`src/rtl/response_tx_sm.sv`:
```
// Response frame transmitter: sends RSN, RC, RDC header words, then RDC data words, onto a valid/ready stream.
// Define RSP_TIMEOUT_EN to replace stalled data with 32'h0BAD_DA7A padding words after 256 idle cycles.
module response_tx_sm (
    input  logic        clk,
    input  logic        reset_n,
    input  logic        send_rsp,
    input  logic [31:0] rsp_ser_num,
    input  logic [31:0] rsp_code,
    input  logic [7:0]  rsp_data_cnt,
    input  logic [31:0] dat_tdata,
    input  logic        dat_tvalid,
    output logic        dat_tready,
    output logic [31:0] tx_tdata,
    output logic        tx_tvalid,
    output logic [0:3]  tx_tkeep,
    output logic        tx_tlast,
    input  logic        tx_tready,
    output logic        rsp_done,
    output logic        rsp_timeout,
    output logic        sm_idle
);
    // state     | meaning
    // IDLE      | waiting for send_rsp
    // SEND_RSN  | presenting latched serial number
    // SEND_RC   | presenting latched response code
    // SEND_RDC  | presenting data count (tlast when zero)
    // SEND_DATA | passing data words through, or padding
    // DONE      | one-cycle completion pulse
    typedef enum logic [5:0] {
        IDLE      = 6'b000001,
        SEND_RSN  = 6'b000010,
        SEND_RC   = 6'b000100,
        SEND_RDC  = 6'b001000,
        SEND_DATA = 6'b010000,
        DONE      = 6'b100000
    } state_t;

    localparam logic [31:0] PAD_WORD = 32'h0BAD_DA7A;

    state_t      r_state;
    logic [31:0] r_rsn;
    logic [31:0] r_rc;
    logic [7:0]  r_rdc;
    logic [7:0]  r_cnt;

    logic        w_pad;
    logic        w_data_accept;
    logic [31:0] w_tx_tdata;
    logic        w_tx_tvalid;
    logic        w_tx_tlast;
    logic        w_dat_tready;

`ifdef RSP_TIMEOUT_EN
    logic [7:0]  r_stall;
    logic        r_pad;
    logic        r_timeout;

    assign w_pad       = r_pad;
    assign rsp_timeout = r_timeout;

    // Stall timer reloads on every valid data cycle; reaching zero with no data flips to padding.
    always_ff @(posedge clk or negedge reset_n) begin
        if (!reset_n) begin
            r_stall   <= 8'hFF;
            r_pad     <= 1'b0;
            r_timeout <= 1'b0;
        end else begin
            if (r_state == IDLE && send_rsp) begin
                r_timeout <= 1'b0;
            end
            if (r_state != SEND_DATA) begin
                r_stall <= 8'hFF;
                r_pad   <= 1'b0;
            end else if (!r_pad) begin
                if (dat_tvalid) begin
                    r_stall <= 8'hFF;
                end else if (r_stall == 8'd0) begin
                    r_pad     <= 1'b1;
                    r_timeout <= 1'b1;
                end else begin
                    r_stall <= r_stall - 8'd1;
                end
            end
        end
    end
`else
    assign w_pad       = 1'b0;
    assign rsp_timeout = 1'b0;
`endif

    assign w_data_accept = tx_tready & (w_pad | dat_tvalid);

    always_ff @(posedge clk or negedge reset_n) begin
        if (!reset_n) begin
            r_state <= IDLE;
            r_rsn   <= '0;
            r_rc    <= '0;
            r_rdc   <= '0;
            r_cnt   <= '0;
        end else begin
            case (r_state)
                IDLE: begin
                    if (send_rsp) begin
                        r_rsn   <= rsp_ser_num;
                        r_rc    <= rsp_code;
                        r_rdc   <= rsp_data_cnt;
                        r_cnt   <= rsp_data_cnt;
                        r_state <= SEND_RSN;
                    end
                end
                SEND_RSN: begin
                    if (tx_tready) r_state <= SEND_RC;
                end
                SEND_RC: begin
                    if (tx_tready) r_state <= SEND_RDC;
                end
                SEND_RDC: begin
                    if (tx_tready) r_state <= (r_rdc == 8'd0) ? DONE : SEND_DATA;
                end
                SEND_DATA: begin
                    if (w_data_accept) begin
                        r_cnt <= r_cnt - 8'd1;
                        if (r_cnt == 8'd1) r_state <= DONE;
                    end
                end
                DONE: begin
                    r_state <= IDLE;
                end
                default: begin
                    r_state <= IDLE;
                end
            endcase
        end
    end

    // Header words come from the latches; data words pass straight through from the source.
    always_comb begin
        w_tx_tdata   = '0;
        w_tx_tvalid  = 1'b0;
        w_tx_tlast   = 1'b0;
        w_dat_tready = 1'b0;
        case (r_state)
            SEND_RSN: begin
                w_tx_tdata  = r_rsn;
                w_tx_tvalid = 1'b1;
            end
            SEND_RC: begin
                w_tx_tdata  = r_rc;
                w_tx_tvalid = 1'b1;
            end
            SEND_RDC: begin
                w_tx_tdata  = {24'b0, r_rdc};
                w_tx_tvalid = 1'b1;
                w_tx_tlast  = (r_rdc == 8'd0);
            end
            SEND_DATA: begin
                w_tx_tlast = (r_cnt == 8'd1);
                if (w_pad) begin
                    w_tx_tdata  = PAD_WORD;
                    w_tx_tvalid = 1'b1;
                end else begin
                    w_tx_tdata   = dat_tdata;
                    w_tx_tvalid  = dat_tvalid;
                    w_dat_tready = tx_tready;
                end
            end
            default: begin
            end
        endcase
    end

    assign tx_tdata   = w_tx_tdata;
    assign tx_tvalid  = w_tx_tvalid;
    assign tx_tlast   = w_tx_tlast;
    assign tx_tkeep   = w_tx_tvalid ? 4'b1111 : 4'b0000;
    assign dat_tready = w_dat_tready;
    assign rsp_done   = (r_state == DONE);
    assign sm_idle    = (r_state == IDLE);

endmodule
```
`config.mk`:
```
export PLATFORM = sky130hd
export DESIGN_NAME = response_tx_sm
export DESIGN_NICKNAME = d
export VERILOG_FILES = /design/src/rtl/response_tx_sm.sv
export SDC_FILE = /design/constraint.sdc
export NUM_CORES = 1
export LEC_CHECK = 0
export ABC_AREA = 1
export CAP_MARGIN = 5
export CORE_UTILIZATION = 50
export CTS_CLUSTER_SIZE = 25
export DETAILED_ROUTE_END_ITERATION = 7
export PLACE_DENSITY = 0.85
export SLEW_MARGIN = 20
export SYNTH_ARGS = -nofsm -noshare
export SYNTH_HDL_FRONTEND = slang
export SYNTH_SLANG_ARGS = --single-unit
```
`constraint.sdc`:
```
create_clock -name clk -period 3.5 [get_ports clk]
set_input_delay 0.35 -clock clk [delete_from_list [all_inputs] [get_ports clk]]
set_output_delay 0.35 -clock clk [all_outputs]
set_load 0.02 [all_outputs]
```
; Yosys cells after proc, flatten, opt, wreduce, memory -nomap -nowiden
; Index checks and enable logic that the tools add are counted.
[op_classes]
add_sub_neg = 1
multipliers = 0
n_div = 0
magnitude_cmp = 0
n_eq_ne = 13
shift = 0
muxes = 16
bitwise = 1
reduce_logical = 6
[op_table]
columns = cell, n
row1 = 32-bit case mux with 4 select lines, 1
row2 = 6-bit two-way mux, 7
row3 = 6-bit case mux with 5 select lines, 1
row4 = 8-bit two-way mux, 2
row5 = 8-bit case mux with 2 select lines, 1
row6 = "2-bit != test, second input constant", 6
row7 = "8-bit by 1-bit equality test with 1-bit output, second input constant", 1
row8 = 8-bit logical NOT, 1
row9 = "8-bit by 1-bit subtractor with 8-bit output, second input constant", 1
row10 = "6-bit by 1-bit equality test with 1-bit output, second input constant", 1
row11 = "6-bit by 2-bit equality test with 1-bit output, second input constant", 1
row12 = "6-bit by 3-bit equality test with 1-bit output, second input constant", 1
row13 = "6-bit by 4-bit equality test with 1-bit output, second input constant", 1
row14 = "6-bit by 5-bit equality test with 1-bit output, second input constant", 1
row15 = "6-bit equality test, second input constant", 1
row16 = 6-bit AND reduction, 1
row17 = 4-bit two-way mux, 1
row18 = 1-bit case mux with 2 select lines, 2
row19 = 3-bit AND reduction, 1
row20 = 3-bit OR reduction, 1
row21 = 2-bit AND reduction, 1
row22 = 2-bit nonzero test, 1
row23 = 1-bit AND, 1
row24 = 1-bit two-way mux, 1
[word_totals]
reg_bits = 86
latch_bits = 0
ramBits = 0
romBits = 0
input_bits = 109
out_inout_bits = 42
word_cells = 42
mem_count = 0

; Logic depth before layout (Yosys ltp)
; Gate-level depths: netlist of run 1.
[logic_depth]
ltp_word = 4
mapped_depth = 9
mapped_depth_nobuf = 8

; Worst setup path before layout of run 1
; OpenSTA, ideal clock, no wires.
[synth_timing]
kind = register to output
from = reg r_state[3]
to = out tx_tkeep[0] (netlist name)
arrival_time_ns = 1.485
required_ns = 3.150
setup_slack_ns = 1.665
path_stages_with_launch = 7
n_path_buf = 2
path_cell_list = dfrtp_1 nor2_4 nand2_1 nor2_4 buf_4 a21o_1 buf_4
[synth_between]
elab_chain_cells = 4
elab_cells_between_ends = 7
cone_classes = 4 x eq/ne / 2 x mux / 1 x reduce/logical
[synth_rtl]
columns = element, line_no
row1 = "start, declared", 40  ; state_t r_state;
row2 = "start signal, assigned", 118  ; if (tx_tready) r_state <= (r_rdc == 8'd0) ? DONE : SEND_DATA;
row3 = 6-bit by 4-bit equality test with 1-bit output (tied with other cells), 142  ; case (r_state)
row4 = 3-bit OR reduction (no source line), -
row5 = 1-bit case mux with 2 select lines (*), 142
row6 = net tx_tvalid, 14  ; output logic tx_tvalid,
row7 = 4-bit two-way mux (*), 175  ; assign tx_tkeep = w_tx_tvalid ? 4'b1111 : 4'b0000;
row8 = "end, declared", 15  ; output logic [0:3] tx_tkeep,
; The timed path passes the listed nets; every way through them passes the cells marked *.

; Final worst setup path of run 1
[layout_timing]
from = reg r_state[3]
to = out tx_tdata[0]
[layout_between]
elab_chain_cells = 2
elab_cells_between_ends = 5
cone_classes = 4 x eq/ne / 1 x mux
[layout_rtl]
columns = element, line_no
row1 = 6-bit by 5-bit equality test with 1-bit output (tied with other cells), 142
row2 = 32-bit case mux with 4 select lines (*), 142
row3 = "end, declared", 13  ; output logic [31:0] tx_tdata,
; Every way passes the cells marked *; elsewhere a longest branch is shown, timed or not.

==> impl_metrics.json, run 1 <==
{
  "status": "finished, final reports clean",
  "synthesis.area_mm2": 0.00456,
  "clk_path_buf_depth": 2,
  "r2r_cells": 8,
  "fin_crit_sh_pct": 90.5,
  "synth-adder-area-share_pct": 0.549,
  "cp-start-kind": "flip-flop",
  "worst-path-max-fanout": 25,
  "switching_share_pct": 42.4,
  "grt_usage_pct": 27.1,
  "yosysSeqAreaShare_pct": 47.3,
  "cap_violations": 0,
  "hold_buffers": 0,
  "ys_types": 28,
  "syn2layout_area_growth_pct": 35.8,
  "power.switching_mw": 1.88,
  "synth_warnings": 0,
  "min_path_type": "in -> async",
  "crit_start": "r_state[3]",
  "synth_area_per_cell_um2": 7.30,
  "gr-total-overflow": 0,
  "drtIter0Drc": 328,
  "drc": 0,
  "fin_nets": 861,
  "cts.repair.resized": 0,
  "hold_viol": 0,
  "first_pass_iters": 5,
  "grt_pass1_vias": 4486,
  "finalWirelength_um": 12500,
  "diodes": 0,
  "yosys.area.top_type_share_pct": 46.7,
  "drive_gt1_share_pct": 5.31,
  "synth_compound_area_share_pct": 1.81,
  "fin_skew_ps": 6.32,
  "root_buffer": "clkbuf_8",
  "clkTransAtPathRegs_ps": 80,
  "cellInternalPower_mw": 2.56,
  "fin_tns_setup_ps": 0,
  "setup.worst_path.class": "reg -> out",
  "syn-num-nets": 735,
  "synth-xor-area-share_pct": 0.192,
  "cts_made_buffers": 9,
  "p_leak_nw": 3.00,
  "coreArea_mm2": 0.00876,
  "cts_tree": "done",
  "powerDensity_mw_per_mm2": 717,
  "htree_levels": 3,
  "synth_top_family_by_area": "simple AND/OR/NAND/NOR gates",
  "synth_cells": 624,
  "crit_arrival_ps": 2820,
  "yosysTopAreaCell": "dfrtp_1",
  "period_needed_ps": 3170,
  "final-setup-viol-count": 0,
  "slew_headroom_pct": 49.8,
  "critPathCaptureType": "output pin",
  "routedWlPerCell_um": 14.5,
  "p_clk_share_pct": 15.4,
  "dpl.hpwl_um": 8790,
  "p_seq_share_pct": 40.0,
  "io_buffers": 149,
  "final_cell_area_mm2": 0.00619,
  "start_util_pct": 52.0,
  "clock_latency_ps": 350,
  "grt_pass1_wl_um": 20800,
  "pwr-share-comb_pct": 44.6,
  "die_w_um": 97.5,
  "ios": 151,
  "final_common_cell": "nand2_1",
  "dieHeight_um": 97.5,
  "rsz0062_at_grt": "false",
  "vdd_drop_max_v": 0.000381,
  "num_rows": 34,
  "slew_violations": 0,
  "r2r_setup_slack_ps": 1260,
  "grt_max_degree": 87,
  "worst_slew_pin_slew_ps": 754,
  "vias_per_cell": 5.37,
  "postPlaceCellArea_mm2": 0.00599,
  "dieArea_mm2": 0.00950,
  "cp.required_ps": 3150,
  "fillers": 720,
  "r2r_start": "r_state[0]",
  "yosys-top-cells-area": "dfrtp_1 (47%), nand2_1 (24%), nand3_1 (12%), buf_6 (2.0%), nor2_1 (2.0%)",
  "r2r-end": "r_rdc[2]",
  "post_cts_buffers": 0,
  "place.gp.congestion": 0.918,
  "antenna_found_initial": 0,
  "yosys.area_share.simple_pct": 42.6,
  "via_count": 4627,
  "muxShareOfSynthArea_pct": 0,
  "final_cell_mix": "nand2_1 (294), clkdlybuf4s50_1 (147), nand3_1 (111), dfrtp_1 (85), nor2_1 (24)",
  "numClockSinks": 86,
  "cp-endpoint": "tx_tdata[0]",
  "drtAntennaViolNets": 0,
  "synth_seq_cells": 86,
  "fmax_mhz": 316
}
-- sequential cells by signal, indices dropped and copies added (netlist names) --
register and flops:
r_rc 32, r_rsn 32, r_cnt 8, r_rdc 8
r_state 6
-- cells by family (layout without fill, tap and decap cells) --
logic type,count (synthesis),after routing
adder cells (fa/ha/maj),2,2
XOR/XNOR,1,1
flip-flops,86,86
other,1,1
AND/OR/NAND/NOR,455,455
buffers and inverters,63,193
AO/OA/AOI/OAI,16,16
-- stage by stage --
step / instances / hold slack, ps / power (mW) / worst slack [ps] / util [%]
floorplan: 624 / 54.4 / 3.15 / 1670 / -
CTS: 862 / 223 / 4.44 / 317 / 70.6
global placement: 847 / 454 / 3.66 / 832 / 68.4
detailed placement: 847 / 459 / 3.75 / 713 / 68.4
finish: 862 / 41.4 / 4.44 / 331 / 70.6
global route: 862 / 107 / 4.77 / 164 / 70.6
-- how the worst min path moves through the flow --
stage | from | to | cells past startpoint
after global routing | reset_n | r_cnt[3] | 1
final | reset_n | r_cnt[3] | 1
after floorplan | reset_n | r_cnt[0] | 0
after CTS | reset_n | r_rc[1] | 1
after detailed placement | r_rc[0] | r_rc[0] | 2
after global placement | r_rc[24] | r_rc[24] | 2
-- power groups by stage --
| stage | Sequential (mW) | Clock [mW] | Combinational (mW) |
|---|---|---|---|
| finish | 1.77 | 0.685 | 1.98 |
| global route | 1.82 | 0.737 | 2.21 |
| CTS | 1.76 | 0.692 | 1.98 |
| detailed placement | 1.77 | 0 | 1.98 |
| global placement | 1.76 | 0 | 1.90 |
| floorplan | 1.69 | 0 | 1.46 |
-- worst max-delay path, cell delays in order (launching register included) --
cell	delay, ps
dfrtp_1	430
nor2_4	220
nand2_1	150
nor2_4	480
buf_4	370
nand2_1	80
nand4_1	100
clkdlybuf4s50_1	620
-- synth_stat cells --
library cell and number:
nand3_2 1, ha_1 2, clkinv_1 1, nand3_1 111, o21ai_1 4, a21o_1 1
or2_2 2, o21ai_0 8, a21oi_1 3, nand3_4 1, buf_4 6, inv_2 4
nor2_2 3, nand2_1 295, buf_1 1, xor2_1 1, nand2_2 1, nor3_1 1
inv_1 18, nand4_1 12, dfstp_2 1, clkbuf_1 8, nor2_1 24, buf_6 8
nor2_4 4, conb_1 1, buf_2 17, dfrtp_1 85
-- final cells by class --
cell class,instances,area [um2],area share (%)
sequential,86,2150,34.8
multi-input combinational,475,2070,33.4
timing repair buffer,155,1560,25.2
clock buffer,11,141,2.29
tap,108,135,2.18
inverter,23,86.3,1.40
clock inverter,4,47.5,0.768
-- routing by layer --
metal,vias up,GRT usage [%],wire length (um)
li1,2232,-,-
met1,2186,37.0,5390
met2,187,44.3,6070
met3,22,4.82,848
met4,0,7.81,208
met5,-,0,0
No activity file was read; power rests on OpenSTA's default activity.
==> run 2: changes to the inputs <==
CORE_MARGIN = 5   (was unset)
TNS_END_PERCENT = 30   (was unset)
==> impl_metrics.json, run 2 (synthesized netlist as in run 1, its figures left out) <==
{
  "first_pass_iters": 5,
  "slew_headroom_pct": 36.9,
  "final_common_cell": "nand2_1",
  "grt_max_degree": 87,
  "final_cell_mix": "nand2_1 (294), clkdlybuf4s50_1 (147), nand3_1 (111), dfrtp_1 (85), nor2_1 (24)",
  "slowest_stage": "clkdlybuf4s50_1",
  "fin_skew_ps": 3.66,
  "via_count": 4604,
  "diodes": 0,
  "routedWlPerCell_um": 15.3,
  "max_stage_delay_ps": 600,
  "grt_pass1_vias": 4529,
  "dieArea_mm2": 0.0111,
  "drtIter0Drc": 301,
  "fillers": 730,
  "coreArea_mm2": 0.00881,
  "numClockSinks": 86,
  "power.total_mw": 4.51,
  "root_buffer": "clkbuf_8",
  "gr-total-overflow": 0,
  "drc": 0,
  "path_cells": "nor2_2 > nand3_1 > inv_1 > buf_4 > nand2_1 > nand4_1 > clkdlybuf4s50_1",
  "grt_pass1_wl_um": 21900,
  "io_buffers": 149,
  "vdd_drop_max_v": 0.000321,
  "cp-start-kind": "flip-flop",
  "syn2layout_area_growth_pct": 36.3,
  "worst-path-max-fanout": 18,
  "fin_tns_setup_ps": 0,
  "period_needed_ps": 3060,
  "dpl.hpwl_um": 9590,
  "cap_violations": 0,
  "fin_nets": 862,
  "htree_levels": 3,
  "ios": 151,
  "start_util_pct": 51.7,
  "place.gp.congestion": 0.869,
  "cts.repair.resized": 0,
  "antenna_found_initial": 0,
  "powerDensity_mw_per_mm2": 726,
  "rsz0062_at_grt": "false",
  "post_cts_buffers": 0,
  "die_w_um": 105,
  "grt_usage_pct": 24.0,
  "vias_per_cell": 5.33,
  "clk_path_buf_depth": 2,
  "slew_violations": 0,
  "setup.worst_path.class": "reg -> out",
  "hold_viol": 0,
  "cts_tree": "done",
  "status": "finished, final reports clean",
  "reg.largest.list": "r_rc: 32 flops, r_rsn: 32 flops",
  "cts_made_buffers": 9,
  "worst_slew_pin_slew_ps": 943,
  "min_path_type": "in -> async",
  "crit_arrival_ps": 2710,
  "final_cells": 864,
  "fmax_mhz": 327,
  "hold_buffers": 0,
  "drtAntennaViolNets": 0,
  "drive_gt1_share_pct": 5.69,
  "fin_crit_sh_pct": 87.3,
  "num_rows": 34,
  "clkTransAtPathRegs_ps": 90,
  "critPathCaptureType": "output pin",
  "final-setup-viol-count": 0,
  "p_leak_nw": 3.01,
  "finalWirelength_um": 13200,
  "cp.required_ps": 3150,
  "dieHeight_um": 105,
  "dp_cells": 848,
  "clock_latency_ps": 350
}
run 2: cell count changes in the layout (fill, tap and decap cells not counted), sizes merged:
cell and delta:
buf +1, clkbuf +1, clkinv -1, clkinvlp +1
run 2: worst paths after layout:
path / from / endpoint / slack (ps) / cells after the start
max: r_state[4] / tx_tdata[1] / 440 / 7
min reg2reg: r_rc[14] / r_rc[14] / 480 / 2
max in group asynchronous: reset_n / r_rc[14] / 2940 / 1
min: reset_n / r_cnt[3] / 40 / 1
min in group clk: r_rc[14] / r_rc[14] / 480 / 2
max reg2reg: r_state[0] / r_rsn[25] / 1260 / 8
run 2: power breakdown:
group / switching [mW] / internal [mW] / leakage [nW] / total, mW
logic: 1.23 / 0.746 / 1.84 / 1.98
clock network: 0.361 / 0.390 / 0.105 / 0.751
registers: 0.318 / 1.46 / 1.07 / 1.78
run 2: per-stage QoR:
stage | utilization [%] | instance area [um2] | hold slack (ps) | setup slack (ps)
final | 70.5 | 6210 | 35.3 | 444
after global routing | 70.5 | 6210 | 113 | 289
after CTS | 70.5 | 6210 | 236 | 438
after detailed placement | 68.0 | 5990 | 459 | 819
after global placement | 68.0 | 5990 | 455 | 944
after floorplan | - | 4560 | 54.4 | 1670
run 2: area by class of cell:
type	instances	area, um2	area share (%)
Sequential cell	86	2150	34.7
Multi-Input combinational cell	475	2070	33.3
Timing Repair Buffer	156	1550	25.0
Clock buffer	12	165	2.66
Tap cell	108	135	2.18
Inverter	23	86.3	1.39
Clock inverter	4	53.8	0.866
run 2: metal layers:
metal	part of all wire, %	track usage, %	wire (um)
met1	41	31.1	5420
met5	0	0	0
met2	50	39.5	6570
met3	6.4	5.01	847
met4	2.6	9.47	347
run 2: critical path, delay by kind of cell (launching register included):
family,cells,cell delay [ps]
flops,1,440
simple gates,4,570
buf+inv,3,1340
==> run 3: changes to the inputs <==
CORE_MARGIN = 10   (was 5)
==> impl_metrics.json, run 3 (synthesized netlist as in run 1, its figures left out) <==
{
  "coreArea_mm2": 0.00881,
  "worst-path-max-fanout": 19,
  "grt_usage_pct": 21.4,
  "fmax_mhz": 315,
  "vias_per_cell": 5.45,
  "critPathCaptureType": "output pin",
  "final_cell_mix": "nand2_1 (294), clkdlybuf4s50_1 (147), nand3_1 (111), dfrtp_1 (85), nor2_1 (24)",
  "r2r_setup_slack_ps": 1200,
  "antenna_found_initial": 0,
  "cellInternalPower_mw": 2.70,
  "die_w_um": 115,
  "grt_pass1_vias": 4829,
  "fin_crit_sh_pct": 90.6,
  "p_clk_share_pct": 18.7,
  "grt_pass1_wl_um": 23400,
  "period_needed_ps": 3170,
  "final-setup-viol-count": 0,
  "powerDensity_mw_per_mm2": 742,
  "slew_headroom_pct": 48.0,
  "dpl.hpwl_um": 10300,
  "power.switching_mw": 1.94,
  "start_util_pct": 51.7,
  "place_ws_ps": 729,
  "drive_gt1_share_pct": 5.69,
  "via_count": 4705,
  "hold_buffers": 0,
  "fin_tns_setup_ps": 0,
  "drtIter0Drc": 320,
  "numClockSinks": 86,
  "rsz0062_at_grt": "false",
  "finalWirelength_um": 14200,
  "dieArea_mm2": 0.0133,
  "setup.worst_path.class": "reg -> out",
  "io_buffers": 149,
  "regArea_mm2": 0.00215,
  "fillers": 705,
  "htree_levels": 3,
  "num_rows": 34,
  "hold_viol": 0,
  "p_seq_share_pct": 38.2,
  "final_common_cell": "nand2_1",
  "dieHeight_um": 115,
  "grt_max_degree": 87,
  "worst_slew_pin_slew_ps": 780,
  "clk_path_buf_depth": 2,
  "reg.largest.list": "r_rc: 32 flops, r_rsn: 32 flops",
  "fin_nets": 862,
  "first_pass_iters": 5,
  "diodes": 0,
  "switching_share_pct": 41.8,
  "pwr-share-comb_pct": 43.1,
  "routedWlPerCell_um": 16.4,
  "cts_made_buffers": 9,
  "crit_arrival_ps": 2820,
  "clkTransAtPathRegs_ps": 90,
  "fin_skew_ps": 7.75,
  "drc": 0,
  "post-route-worst-setup-slack_ps": 330,
  "post_cts_buffers": 0,
  "ios": 151,
  "place.gp.congestion": 0.882,
  "cts_tree": "done",
  "syn2layout_area_growth_pct": 37.3,
  "drtAntennaViolNets": 0,
  "r2r_cells": 8,
  "status": "finished, final reports clean",
  "p_leak_nw": 3.04,
  "root_buffer": "clkbuf_8",
  "cap_violations": 0,
  "multi_input_area_mm2": 0.00207,
  "cp-start-kind": "flip-flop",
  "clock_latency_ps": 360,
  "cts.repair.resized": 0,
  "vdd_drop_max_v": 0.000406,
  "slew_violations": 0,
  "cp.required_ps": 3150,
  "min_path_type": "in -> async",
  "gr-total-overflow": 0
}
[run 3: layer usage]
metal | vias up | GRT usage (%) | part of all wire (%)
met5 | - | 0 | 0
met4 | 0 | 6.33 | 1.4
met3 | 24 | 4.75 | 7.4
met2 | 186 | 36.8 | 50
met1 | 2265 | 26.4 | 41
li1 | 2230 | - | -
[run 3: critical path, cell delays in order, from the launching register on]
cell and delay, ps:
dfrtp_1 430, nor2_2 250, nand3_1 160, inv_1 490, buf_4 330, nand2_1 90, nand3_1 90, clkdlybuf4s50_1 610
[run 3: final timing paths]
path                       startpoint           end
max                        r_state[5]  tx_tdata[22]
min                           reset_n      r_cnt[2]
max reg2reg                r_state[0]      r_rdc[5]
min reg2reg                  r_rc[26]      r_rc[26]
max in group asynchronous     reset_n      r_rc[12]
min in group clk             r_rc[26]      r_rc[26]
[run 3: power groups by stage]
stage               clock network, mW  logic, mW  registers [mW]
floorplan                           0       1.46            1.69
global placement                    0       1.93            1.75
detailed placement                  0       2.01            1.77
CTS                             0.879       2.01            1.76
global route                    0.933       2.24            1.82
finish                          0.868       2.00            1.77
[run 3: per-stage QoR]
step | utilization, % | cells | instance area [um2] | total power [mW] | hold WS, ps
after floorplan | - | 624 | 4560 | 3.15 | 54.4
after detailed placement | 68.2 | 848 | 6000 | 3.78 | 458
after CTS | 71.0 | 864 | 6250 | 4.65 | 235
final | 71.0 | 864 | 6260 | 4.64 | 20.7
after global routing | 71.0 | 864 | 6260 | 5.00 | 74.0
after global placement | 68.2 | 848 | 6000 | 3.69 | 454
[run 3: area by class of cell]
| cell class | count | share of cell area, % |
|---|---|---|
| clock inverters | 7 | 2.02 |
| repair buffers | 156 | 25.0 |
| flip-flops and latches | 86 | 34.4 |
| well taps | 108 | 2.16 |
| multi-input cells | 475 | 33.0 |
| clock buffers | 9 | 1.98 |
| inverters | 23 | 1.38 |
